<file path="src/rtl/ped_signal_controller_if.sv">
// Phase inputs, push-button and lamp/countdown outputs of the pedestrian crossing stage.
// master: traffic-side/bench driver; slave: ped_signal_controller.
interface ped_signal_controller_if #(
    parameter int CNT_W = 4
);
    logic             red;
    logic             yellow;
    logic             green;
    logic             ped_btn;
    logic             walk;
    logic             dont_walk;
    logic             ped_ack;
    logic [CNT_W-1:0] countdown;
    logic             fault;

    modport master (
        output red, yellow, green, ped_btn,
        input  walk, dont_walk, ped_ack, countdown, fault
    );

    modport slave (
        input  red, yellow, green, ped_btn,
        output walk, dont_walk, ped_ack, countdown, fault
    );
endinterface

</file>
<file path="src/rtl/ped_signal_controller.sv">
// Pedestrian crossing controller: serves a latched request inside a vehicle red phase.
// Define PED_AUTO_EN to start a walk on every red rising edge, with or without a request.
module ped_signal_controller #(
    parameter int TICK_DIV   = 100_000_000,
    parameter int WALK_SECS  = 7,
    parameter int FLASH_SECS = 5,
    parameter int CNT_W      = 4
) (
    input logic                     clk,
    input logic                     reset,
    ped_signal_controller_if.slave  bus
);
    localparam int unsigned PRE_W = (TICK_DIV > 2) ? $clog2(TICK_DIV) : 1;
    localparam int unsigned SEC_W = $clog2(WALK_SECS + 1);

    typedef enum logic [2:0] {
        S_IDLE,
        S_WAIT_RED,
        S_WALK,
        S_FLASH,
        S_CLEAR
    } state_t;

    state_t             state_q, state_d;
    logic               btn_meta_q, btn_sync_q, btn_prev_q;
    logic               red_q, yellow_q, green_q, red_prev_q;
    logic               primed_q;
    logic               req_q, req_d;
    logic [PRE_W-1:0]   pre_q, pre_d;
    logic [SEC_W-1:0]   sec_q, sec_d;
    logic [CNT_W-1:0]   cnt_q, cnt_d;
    logic               walk_q, walk_d;
    logic               dw_q, dw_d;
    logic               fault_q, fault_d;

    logic               btn_edge;
    logic               red_rise;
    logic               phase_bad;
    logic               tick;
    logic               auto_go;

    always_ff @(posedge clk or negedge reset) begin
        if (!reset) begin
            btn_meta_q <= 1'b0;
            btn_sync_q <= 1'b0;
            btn_prev_q <= 1'b0;
            red_q      <= 1'b0;
            yellow_q   <= 1'b0;
            green_q    <= 1'b0;
            red_prev_q <= 1'b0;
            primed_q   <= 1'b0;
        end else begin
            btn_meta_q <= bus.ped_btn;
            btn_sync_q <= btn_meta_q;
            btn_prev_q <= btn_sync_q;
            red_q      <= bus.red;
            yellow_q   <= bus.yellow;
            green_q    <= bus.green;
            red_prev_q <= red_q;
            primed_q   <= 1'b1;
        end
    end

    always_ff @(posedge clk or negedge reset) begin
        if (!reset) begin
            state_q <= S_IDLE;
            req_q   <= 1'b0;
            pre_q   <= '0;
            sec_q   <= '0;
            cnt_q   <= '0;
            walk_q  <= 1'b0;
            dw_q    <= 1'b1;
            fault_q <= 1'b0;
        end else begin
            state_q <= state_d;
            req_q   <= req_d;
            pre_q   <= pre_d;
            sec_q   <= sec_d;
            cnt_q   <= cnt_d;
            walk_q  <= walk_d;
            dw_q    <= dw_d;
            fault_q <= fault_d;
        end
    end

    always_comb begin
        btn_edge  = btn_sync_q & ~btn_prev_q;
        red_rise  = red_q & ~red_prev_q;
        // Registered phase is zero straight out of reset; ignore it until loaded once.
        phase_bad = primed_q & ~((red_q ^ yellow_q ^ green_q) & ~(red_q & yellow_q & green_q));
        tick      = (pre_q == PRE_W'(TICK_DIV - 1));
`ifdef PED_AUTO_EN
        auto_go   = red_rise;
`else
        auto_go   = 1'b0;
`endif

        state_d = state_q;
        fault_d = 1'b0;

        case (state_q)
            S_IDLE: begin
                if (auto_go)
                    state_d = S_WALK;
                else if (req_q)
                    state_d = S_WAIT_RED;
            end
            S_WAIT_RED: begin
                if (red_rise)
                    state_d = S_WALK;
            end
            S_WALK: begin
                if (!red_q) begin
                    state_d = S_IDLE;
                    fault_d = 1'b1;
                end else if (tick && (sec_q == SEC_W'(WALK_SECS - 1))) begin
                    state_d = S_FLASH;
                end
            end
            S_FLASH: begin
                if (!red_q) begin
                    state_d = S_IDLE;
                    fault_d = 1'b1;
                end else if (tick && (cnt_q == CNT_W'(1))) begin
                    state_d = S_CLEAR;
                end
            end
            S_CLEAR: begin
                if (!red_q)
                    state_d = req_q ? S_WAIT_RED : S_IDLE;
            end
            default: state_d = S_IDLE;
        endcase

        if (phase_bad) begin
            state_d = S_IDLE;
            fault_d = 1'b1;
        end

        // Timers restart on every state entry so WALK/FLASH durations are exact.
        if ((state_d == state_q) && ((state_q == S_WALK) || (state_q == S_FLASH)))
            pre_d = tick ? '0 : pre_q + PRE_W'(1);
        else
            pre_d = '0;

        if ((state_d == S_WALK) && (state_q == S_WALK))
            sec_d = tick ? sec_q + SEC_W'(1) : sec_q;
        else
            sec_d = '0;

        if (state_d != S_FLASH)
            cnt_d = '0;
        else if (state_q != S_FLASH)
            cnt_d = CNT_W'(FLASH_SECS);
        else
            cnt_d = tick ? cnt_q - CNT_W'(1) : cnt_q;

        req_d = req_q;
        if ((state_d == S_WALK) && (state_q != S_WALK))
            req_d = 1'b0;
        else if (btn_edge && (state_q != S_WALK) && (state_q != S_FLASH))
            req_d = 1'b1;

        walk_d = (state_d == S_WALK);
        if (state_d == S_FLASH)
            dw_d = (pre_d < PRE_W'(TICK_DIV / 2));
        else
            dw_d = (state_d != S_WALK);
    end

    assign bus.walk      = walk_q;
    assign bus.dont_walk = dw_q;
    assign bus.ped_ack   = req_q;
    assign bus.countdown = cnt_q;
    assign bus.fault     = fault_q;
endmodule

</file>
<file path="src/flat_wrapper.sv">
// flat-port wrapper written by rule: the top's interface ports become plain ports
module ped_signal_controller_flat 
#(
    parameter int TICK_DIV   = 100_000_000,
    parameter int WALK_SECS  = 7,
    parameter int FLASH_SECS = 5,
    parameter int CNT_W      = 4
)
  (clk, reset, bus_red, bus_yellow, bus_green, bus_ped_btn, bus_walk, bus_dont_walk, bus_ped_ack, bus_countdown, bus_fault);
  ped_signal_controller_if #(.CNT_W(CNT_W)) bus_i ();
  input logic clk;
  input logic reset;
  input wire logic [$bits(bus_i.red)-1:0] bus_red;
  input wire logic [$bits(bus_i.yellow)-1:0] bus_yellow;
  input wire logic [$bits(bus_i.green)-1:0] bus_green;
  input wire logic [$bits(bus_i.ped_btn)-1:0] bus_ped_btn;
  output wire logic [$bits(bus_i.walk)-1:0] bus_walk;
  output wire logic [$bits(bus_i.dont_walk)-1:0] bus_dont_walk;
  output wire logic [$bits(bus_i.ped_ack)-1:0] bus_ped_ack;
  output wire logic [$bits(bus_i.countdown)-1:0] bus_countdown;
  output wire logic [$bits(bus_i.fault)-1:0] bus_fault;
  assign bus_i.red = bus_red;
  assign bus_i.yellow = bus_yellow;
  assign bus_i.green = bus_green;
  assign bus_i.ped_btn = bus_ped_btn;
  assign bus_walk = bus_i.walk;
  assign bus_dont_walk = bus_i.dont_walk;
  assign bus_ped_ack = bus_i.ped_ack;
  assign bus_countdown = bus_i.countdown;
  assign bus_fault = bus_i.fault;
  ped_signal_controller #(.TICK_DIV(TICK_DIV), .WALK_SECS(WALK_SECS), .FLASH_SECS(FLASH_SECS), .CNT_W(CNT_W)) u_core (.clk(clk), .reset(reset), .bus(bus_i));
endmodule
</file>
<file path="config.mk">
export PLATFORM = sky130hd
export DESIGN_NAME = ped_signal_controller_flat
export DESIGN_NICKNAME = d
export VERILOG_FILES = /design/src/rtl/ped_signal_controller_if.sv /design/src/rtl/ped_signal_controller.sv /design/src/flat_wrapper.sv
export SDC_FILE = /design/constraint.sdc
export NUM_CORES = 1
export LEC_CHECK = 0
export ABC_CLOCK_PERIOD_IN_PS = 3140
export CORE_AREA = 2 2 79 81
export CTS_CLUSTER_SIZE = 12
export DETAILED_ROUTE_END_ITERATION = 8
export DIE_AREA = 0 0 81 83
export PLACE_DENSITY = 0.71
export REMOVE_ABC_BUFFERS = 1
export SETUP_SLACK_MARGIN = 0.05
export SLEW_MARGIN = 10
export SYNTH_ARGS = -nofsm -noshare
export SYNTH_HDL_FRONTEND = slang
export SYNTH_SLANG_ARGS = --single-unit
</file>
<file path="constraint.sdc">
create_clock -name clk -period 3.14 [get_ports clk]
set_input_delay 0.314 -clock clk [delete_from_list [all_inputs] [get_ports clk]]
set_output_delay 0.314 -clock clk [all_outputs]
set_load 0.05 [all_outputs]
</file>
==> out/qor.yml, run 1 <==
crit_slowest_cell: "or4_1"
antenna_found_initial: 0
core_area_sq_um: 5816
synth_cell_types: 52
grt_max_degree: 50
worstPathRequired_ps: 3360
htree_levels: 2
finalNonFillerCells: 359
syn_area_sq_um: 2582
holdBufCountCts: 0
crit_start: "u_core.pre_q[0]"
drcViolationCount: 0
synth_flop_cell: "dfrtp_1"
insertion_delay_ps: 310
r2r-start: "u_core.pre_q[0]"
grt_pass1_wl_mm: 8.411
cts_tree: "done"
final_hold_viol_count: 0
yosys-top-cells-area: "dfrtp_1 (47%), nor2_1 (5.7%), xnor2_1 (5.4%)"
leakage_nw: 1.167
drv_cap: 0
tns_ps: 0
p_per_area_nw_per_um2: 449.1
dp_hpwl_mm: 3.555
ys_ff_latch: 49
critPathMaxFanout: 6
finalSetupViolations: 0
port_buffers: 13
dpl_cell_area_sq_um: 2836
r2r_end: "u_core.bus.countdown[1]"
antenna_cells: 0
power_mw: 1.328
grt_overflow: 0
cts_setup_buffers: 0
dr.pass1.iters: 4
period_share_pct: 90.89
synthTopCellsByCount: "dfrtp_1 (48), nor2_1 (39), nand2_1 (21)"
dpl.cell_count: 351
async_flop_share_pct: 100.0
crit_chain: "ha_1, nand3_2, or2_0, or4_1, buf_4, or4_1, o211ai_2, nand2_1, nor3b_1"
post-place-ws_ps: 302.3
dr.first_iter.drc_count: 143
ir_drop_uv: 283.9
clock_sinks: 49
worst_slew_pin_slew_ps: 1063
gp_congestion: 0.8265
critPathBufInv: 1
vias: 1897
clk_pin_slew_ps: 90
num_rows: 28
ys_seq_area_share_pct: 47.53
fmax_mhz: 350.4
ctsLongestPathBuffers: 2
ys_warn_count: 0
grt_setup_unrepaired: "false"
relSlewSlack_pct: 29.16
arrival_ps: 3080
hold_ws_ps: 198.6
start_kind: "flop"
syn_inst: 263
initial_utilization_pct: 44.41
grt_pass1_vias: 1794
max_stage_delay_ps: 630
yosys.area.top_type: "dfrtp_1"
critPathCaptureType: "flop"
ff2ff_setup_slack_ps: 290
synth_edf_count: 0
layout_setup_ws_ps: 286.2
wire_per_inst_microns: 13.65
wirelength_mm: 4.902
fin_crit_ps: 2854
vias_per_cell: 5.284
die-area_sq_um: 6723
drive_gt1_share_pct: 10.92
die_height_microns: 83
outcome: "completed"
postSynthAreaPerCell_sq_um: 9.819
path_delay_family: "simple AND/OR/NAND/NOR gates"
synth_most_common_cell: "dfrtp_1"
cts_root_buf: "clkbuf_8"
stdcell_area_sq_um: 2957
fp.dieW_microns: 81
yosysTopAreaCellShare_pct: 46.51
clock_skew_ps: 9.291
fin_nets: 295
worstSetupPathType: "reg2reg"
worstHoldPathType: "in2async"
design.portCount: 14
ctsResizeCount: 0
ant_nets: 0
path_common_cell: "or4_1"
cts_buffers: 5
area_delta_synth_final_pct: 14.49
reg2reg_depth: 9
final_core_utilization_pct: 50.84
final_max_slew_viol_count: 0
grt_use_total_pct: 15.88
==> logic make-up (layout without fill, tap and decap cells) <==
| group | after synthesis | count (layout) | synth area share, % |
|---|---|---|---|
| buf+inv | 20 | 41 | 3.004 |
| compound gates | 26 | 26 | 7.074 |
| other cells | 1 | 1 | 0.1452 |
| fa+ha+maj | 6 | 6 | 2.907 |
| simple gates | 127 | 127 | 27.52 |
| xor+xnor | 30 | 30 | 10.17 |
| mux | 4 | 4 | 1.647 |
| flops | 49 | 49 | 47.53 |
==> area by class of cell <==
class	instances	area, sq um
Timing Repair Buffer	23	200.2
Tap cell	75	93.84
Clock buffer	6	82.58
Inverter	10	37.54
Fill cell	548	2859
Sequential cell	49	1227
Clock inverter	2	37.54
Multi-Input combinational cell	194	1277
==> per-layer routing <==
layer / share of wire, % / vias up / global-route usage [%]
met4: 1.3 / 0 / 4.931
met1: 50 / 918 / 23.16
li1: - / 950 / -
met2: 47 / 23 / 23.37
met5: 0 / - / 0
met3: 2.4 / 6 / 3.587
==> how the worst max path moves through the flow <==
stage                                         end  slack [ps]  depth (start not counted)
final                     u_core.bus.countdown[1]         290                          9
after global routing      u_core.bus.countdown[1]          80                          9
after CTS                 u_core.bus.countdown[1]         290                          9
after detailed placement  u_core.bus.countdown[1]         300                          9
after global placement    u_core.bus.countdown[1]         330                          9
after floorplan                   u_core.sec_q[0]         250                          8
==> cell usage in the layout, fill, tap and decap left out, types with 6 or more instances in the layout <==
| master | count |
|---|---|
| nand3_1 | 11 |
| nand2_1 | 21 |
| dfrtp_1 | 48 |
| xor2_1 | 14 |
| o21ai_0 | 6 |
| clkbuf_8 | 6 |
| nor2b_1 | 6 |
| clkdlybuf4s50_1 | 12 |
| ha_1 | 6 |
| xnor2_1 | 16 |
| nor4_1 | 7 |
| inv_1 | 10 |
| nand4_1 | 6 |
| buf_4 | 10 |
| nor2_1 | 39 |
==> worst reg2reg max path, delay by kind of cell (launching register included) <==
family / cells / cell delay, ps
AO/OA/AOI/OAI: 1 / 130
buffers and inverters: 1 / 210
adder cells (fa/ha/maj): 1 / 220
AND/OR/NAND/NOR: 6 / 1830
flip-flops: 1 / 390
==> registers in the layout, summed over array words and instances (netlist names) <==
register,count
u_core.green_q,1
u_core.btn_prev_q,1
u_core.red_prev_q,1
u_core.btn_sync_q,1
u_core.bus.countdown,4
u_core.state_q,3
u_core.bus.ped_ack,1
u_core.yellow_q,1
u_core.btn_meta_q,1
u_core.primed_q,1
u_core.bus.dont_walk,1
u_core.bus.walk,1
u_core.sec_q,3
u_core.bus.fault,1
u_core.pre_q,27
u_core.red_q,1
==> power breakdown <==
part	internal, mW	switching [mW]
clock	0.259	0.213
combinational	0.0638	0.110
sequential	0.654	0.0285
(Power assumes the default switching activity.)
==> inputs of run 2 (changes only) <==
CAP_MARGIN = 20   (was not set)
==> out/qor.yml, run 2 (synthesized netlist as in run 1, its figures left out) <==
layout_commonest_cell: "dfrtp_1"
largest_reg_flops: 27  # unchanged
design.portCount: 14  # unchanged
area_delta_synth_final_pct: 15.65
fp.dieW_microns: 81  # unchanged
max_stage_delay_ps: 630  # about the same
drive_gt1_share_pct: 11.19  # +0.27 points
nFillCells: 545  # -0.55%
cts_root_buf: "clkbuf_8"
multiInputGateArea_sq_um: 1277  # unchanged
finalSetupViolations: 0  # unchanged
grt_pass1_wl_mm: 8.411  # unchanged
ir_drop_uv: 283.9  # about the same
antenna_cells: 0  # unchanged
path_common_cell: "or4_1"
initial_utilization_pct: 44.41  # unchanged
cts_tree: "done"
num_rows: 28  # unchanged
gp_congestion: 0.8265  # unchanged
wire_per_inst_microns: 13.67  # +0.12%
cts_buffers: 5  # unchanged
clock_sinks: 49  # unchanged
fin_crit_ps: 2853  # -0.7460 ps
dpl_cell_area_sq_um: 2836  # unchanged
grt_overflow: 0  # unchanged
ant_nets: 0  # unchanged
die-area_sq_um: 6723  # unchanged
worst_slew_pin_slew_ps: 497.5  # -565.1 ps
die_height_microns: 83  # unchanged
drcViolationCount: 0  # unchanged
leakage_nw: 1.181  # +1.2%
ctsLongestPathBuffers: 2  # unchanged
ff2ff_setup_slack_ps: 290  # about the same
cts_setup_buffers: 0  # unchanged
period_share_pct: 90.86  # about the same
fmax_mhz: 350.5  # about the same
seqCellArea_sq_um: 1227  # unchanged
worstSetupPathType: "reg2reg"
final_max_slew_viol_count: 0  # unchanged
wirelength_mm: 4.935  # +0.67%
worstHoldPathType: "reg2reg"
fin_nets: 297  # +0.68%
p_per_area_nw_per_um2: 446.3  # -0.63%
route.top_layer_used: "met4"
dr.first_iter.drc_count: 112  # -22%
critPathMaxFanout: 6  # unchanged
grt_pass1_vias: 1794  # unchanged
path_delay_family: "simple AND/OR/NAND/NOR gates"
grt_setup_unrepaired: "false"
core_area_sq_um: 5816  # unchanged
ctsResizeCount: 0  # unchanged
start_kind: "flop"
grt_max_degree: 50  # unchanged
holdBufCountCts: 0  # unchanged
arrival_ps: 3080  # about the same
stdcell_area_sq_um: 2987  # +1.0%
reg2reg_depth: 9  # unchanged
outcome: "completed"
vias_per_cell: 5.283  # about the same
critPathCaptureType: "flop"
wl_met2_mm: 2.278  # about the same
vias: 1907  # +0.53%
drv_cap: 0  # unchanged
tns_ps: 0  # unchanged
mostFrequentLayoutCells: "dfrtp_1 (48), nor2_1 (39), nand2_1 (21)"
critPathBufInv: 1  # unchanged
worstPathRequired_ps: 3360  # about the same
dr.pass1.iters: 4  # unchanged
insertion_delay_ps: 310  # about the same
crit_chain: "ha_1, nand3_2, or2_0, or4_1, buf_4, or4_1, o211ai_2, nand2_1, nor3b_1"
met1_length_mm: 2.465  # +0.94%
crit_slowest_cell: "or4_1"
antenna_found_initial: 0  # unchanged
port_buffers: 13  # unchanged
dp_hpwl_mm: 3.555  # unchanged
htree_levels: 2  # unchanged
clk_pin_slew_ps: 90  # about the same
whs_path_depth: 0
clock_skew_ps: 14.11  # +4.815 ps
final_hold_viol_count: 0  # unchanged
grt_use_total_pct: 15.88  # unchanged
wl_met3_microns: 131  # +12%
path_depth: 9  # unchanged
relSlewSlack_pct: 66.73  # +38 points
top_register: "u_core.pre_q"
[run 2: worst reg2reg max path, stage by stage (launching register included)]
cell and delay (ps):
dfrtp_1 390, ha_1 220, nand3_2 90, or2_0 250, or4_1 630, buf_4 210
or4_1 490, o211ai_2 130, nand2_1 160, nor3b_1 210
[run 2: power breakdown]
group	switching (mW)	internal [mW]	total [mW]
Sequential	0.0285	0.654	0.682
Combinational	0.111	0.0671	0.179
Clock	0.213	0.259	0.472
Total	0.353	0.980	1.33
[run 2: cell type report]
| class | count | area share [%] |
|---|---|---|
| clock buffers | 6 | 2.765 |
| clock inverters | 2 | 1.257 |
| inverters | 10 | 1.257 |
| multi-input cells | 194 | 42.77 |
| flip-flops and latches | 49 | 41.10 |
| well taps | 75 | 3.142 |
| repair buffers | 25 | 7.708 |
[run 2: worst paths after layout]
path | start | to
worst max-delay path | u_core.pre_q[0] | u_core.bus.countdown[1]
worst min-delay path | u_core.btn_meta_q | u_core.btn_sync_q
worst max register to register | u_core.pre_q[0] | u_core.bus.countdown[1]
worst min register to register | u_core.btn_meta_q | u_core.btn_sync_q
max in group asynchronous | reset | u_core.bus.dont_walk
min in group asynchronous | reset | u_core.pre_q[19]
[run 2: metrics by stage]
| stage | setup WS [ps] | cells | hold slack (ps) | power, mW | utilization, % |
|---|---|---|---|---|---|
| 2_1_floorplan | 252.9 | 253 | 18.41 | 0.8021 | - |
| 3_3_place_gp | 326.9 | 351 | 339.0 | 0.8688 | 48.77 |
| 3_5_place_dp | 302.3 | 351 | 340.9 | 0.8702 | 48.77 |
| 4_1_cts | 285.0 | 359 | 251.6 | 1.346 | 50.84 |
| 5_1_grt | 80.17 | 361 | 375.2 | 1.398 | 51.36 |
| 6_report | 286.9 | 361 | 357.5 | 1.333 | 51.36 |
[run 2: layer usage]
layer  GRT usage (%)  vias up
met5               0        -
met3           3.587        6
met4           4.931        0
met2           23.37       26
met1           23.16      915
li1                -      960
==> inputs of run 3 (changes only) <==
REMOVE_ABC_BUFFERS = not set   (was 1)
==> out/qor.yml, run 3 (synthesized netlist as in run 1, its figures left out) <==
design.portCount: 14  # unchanged
finalSetupViolations: 0  # unchanged
grt_setup_unrepaired: "false"
clock_sinks: 49  # unchanged
pwr-share-seq_pct: 51.7  # +0.5 points
dp_hpwl_mm: 3.517  # -1.1%
layout_commonest_cell: "dfrtp_1"
core_area_sq_um: 5816  # unchanged
swShare_pct: 25.86  # -0.63 points
critPathCaptureType: "flop"
area_delta_synth_final_pct: 15.16
wire_per_inst_microns: 13.66  # about the same
switchingPower_mw: 0.3417  # -3.2%
leakage_nw: 1.175  # -0.48%
ctsLongestPathBuffers: 2  # unchanged
die_height_microns: 83  # unchanged
worstPathRequired_ps: 3370  # about the same
power_mw: 1.321  # -0.87%
vias: 1915  # +0.42%
final_max_slew_viol_count: 0  # unchanged
ir_drop_uv: 248.3  # -13%
worst_slew_pin_slew_ps: 615.9  # +118.3 ps
final_hold_viol_count: 0  # unchanged
busiest_layer: "met2"
cts_tree: "done"
met3_usage_pct: 3.261  # -0.33 points
p_int_mw: 0.9795  # about the same
dr.pass1.iters: 4  # unchanged
drcViolationCount: 0  # unchanged
hold_ws_ps: 14.30  # -343.2 ps
holdBufCountCts: 0  # unchanged
grt_pass1_wl_mm: 8.859  # +5.3%
port_buffers: 13  # unchanged
cts_root_buf: "clkbuf_8"
fp.dieW_microns: 81  # unchanged
drive_gt1_share_pct: 10.92  # -0.27 points
worstSetupPathType: "reg2reg"
worstHoldPathType: "in2async"
num_rows: 28  # unchanged
post-place-ws_ps: 186.6  # -115.8 ps
antenna_found_initial: 0  # unchanged
dpl_cell_area_sq_um: 2829  # -0.26%
period_share_pct: 94.12  # +3.3 points
cts_buffers: 5  # unchanged
met2_usage_pct: 25.02  # +1.7 points
wirelength_mm: 4.905  # -0.61%
ant_nets: 0  # unchanged
grt_overflow: 0  # unchanged
p_per_area_nw_per_um2: 444.2  # -0.46%
htree_levels: 2  # unchanged
fin_crit_ps: 2955  # +102.2 ps
fmax_mhz: 338.4  # -3.5%
vias_per_cell: 5.334  # +0.98%
grt_use_total_pct: 16.43  # +0.55 points
start_kind: "flop"
gp_congestion: 0.8039  # -2.7%
antenna_cells: 0  # unchanged
fin_nets: 295  # -0.67%
die-area_sq_um: 6723  # unchanged
grt_max_degree: 50  # unchanged
drv_cap: 0  # unchanged
top_register: "u_core.pre_q"
tns_ps: 0  # unchanged
stdcell_area_sq_um: 2974  # -0.42%
initial_utilization_pct: 44.41  # unchanged
mostFrequentLayoutCells: "dfrtp_1 (47), nor2_1 (39), nand2_1 (21)"
insertion_delay_ps: 310  # about the same
grt_pass1_vias: 1908  # +6.4%
combPwrFrac_pct: 13.2  # -0.2 points
largest_reg_flops: 27  # unchanged
layout_setup_ws_ps: 184.7  # -102.2 ps
relSlewSlack_pct: 58.94  # -7.8 points
clk_pin_slew_ps: 80  # about the same
synthesis.nets: 275
reg2reg_depth: 8  # -1
p_clk_share_pct: 35.0  # -0.4 points
arrival_ps: 3190  # +110 ps
clock_skew_ps: 9.753  # -4.352 ps
outcome: "completed"
gr-usage-met1_pct: 23.50  # +0.34 points
critPathMaxFanout: 10  # +4
dr.first_iter.drc_count: 82  # -27%
run 3: cell count changes in the layout (fill, tap and decap cells not counted), sizes merged:
| cell | delta |
|---|---|
| buf | -1 |
| clkbuf | +1 |
| dlygate4sd3 | -1 |
| clkinvlp | -1 |
run 3: power groups by stage:
stage	Sequential (mW)	Clock (mW)	Combinational, mW
2_1_floorplan	0.720	0	0.0862
3_3_place_gp	0.695	0	0.172
3_5_place_dp	0.695	0	0.173
4_1_cts	0.683	0.474	0.174
5_1_grt	0.689	0.504	0.193
6_report	0.684	0.463	0.175
run 3: area by class of cell:
type | count | area [sq um]
multi-input combinational | 194 | 1277
tap | 75 | 93.84
fill | 563 | 2841
sequential | 49 | 1229
timing repair buffer | 23 | 220.2
clock inverter | 1 | 30.03
inverter | 10 | 37.54
clock buffer | 7 | 86.33
run 3: final timing paths:
path,startpoint,end,slack (ps)
max,u_core.red_q,u_core.bus.dont_walk,180
min,reset,u_core.pre_q[6],10
max reg2reg,u_core.red_q,u_core.bus.dont_walk,180
min reg2reg,u_core.btn_meta_q,u_core.btn_sync_q,350
max in group asynchronous,reset,u_core.bus.dont_walk,2510
min in group clk,u_core.btn_meta_q,u_core.btn_sync_q,350
run 3: layer usage:
layer / wire length, microns / up-vias
li1: - / 955
met1: 2400 / 927
met2: 2272 / 27
met3: 162 / 6
met4: 70 / 0
met5: 0 / -
run 3: what timing repair did:
action                                  in CTS  in global routing
endpoints found under the setup margin       0                  1
hold endpoints to repair                     0                  0
buffers inserted                             0                  0
resized for setup                            0                  1
run 3: worst max-delay path, cell delays in order (launching register included):
cell       delay [ps]
dfrtp_2           490
ha_1              310
or3b_2            440
nand3_1           140
nand2_1           130
or4_1             530
nor4b_1           390
o2111ai_1         180
a31o_2            280
run 3: stage by stage:
| stage | utilization [%] | instances |
|---|---|---|
| 4_1_cts | 50.65 | 358 |
| 3_3_place_gp | 48.64 | 350 |
| 5_1_grt | 51.14 | 359 |
| 6_report | 51.14 | 359 |
| 3_5_place_dp | 48.64 | 350 |
| 2_1_floorplan | - | 263 |
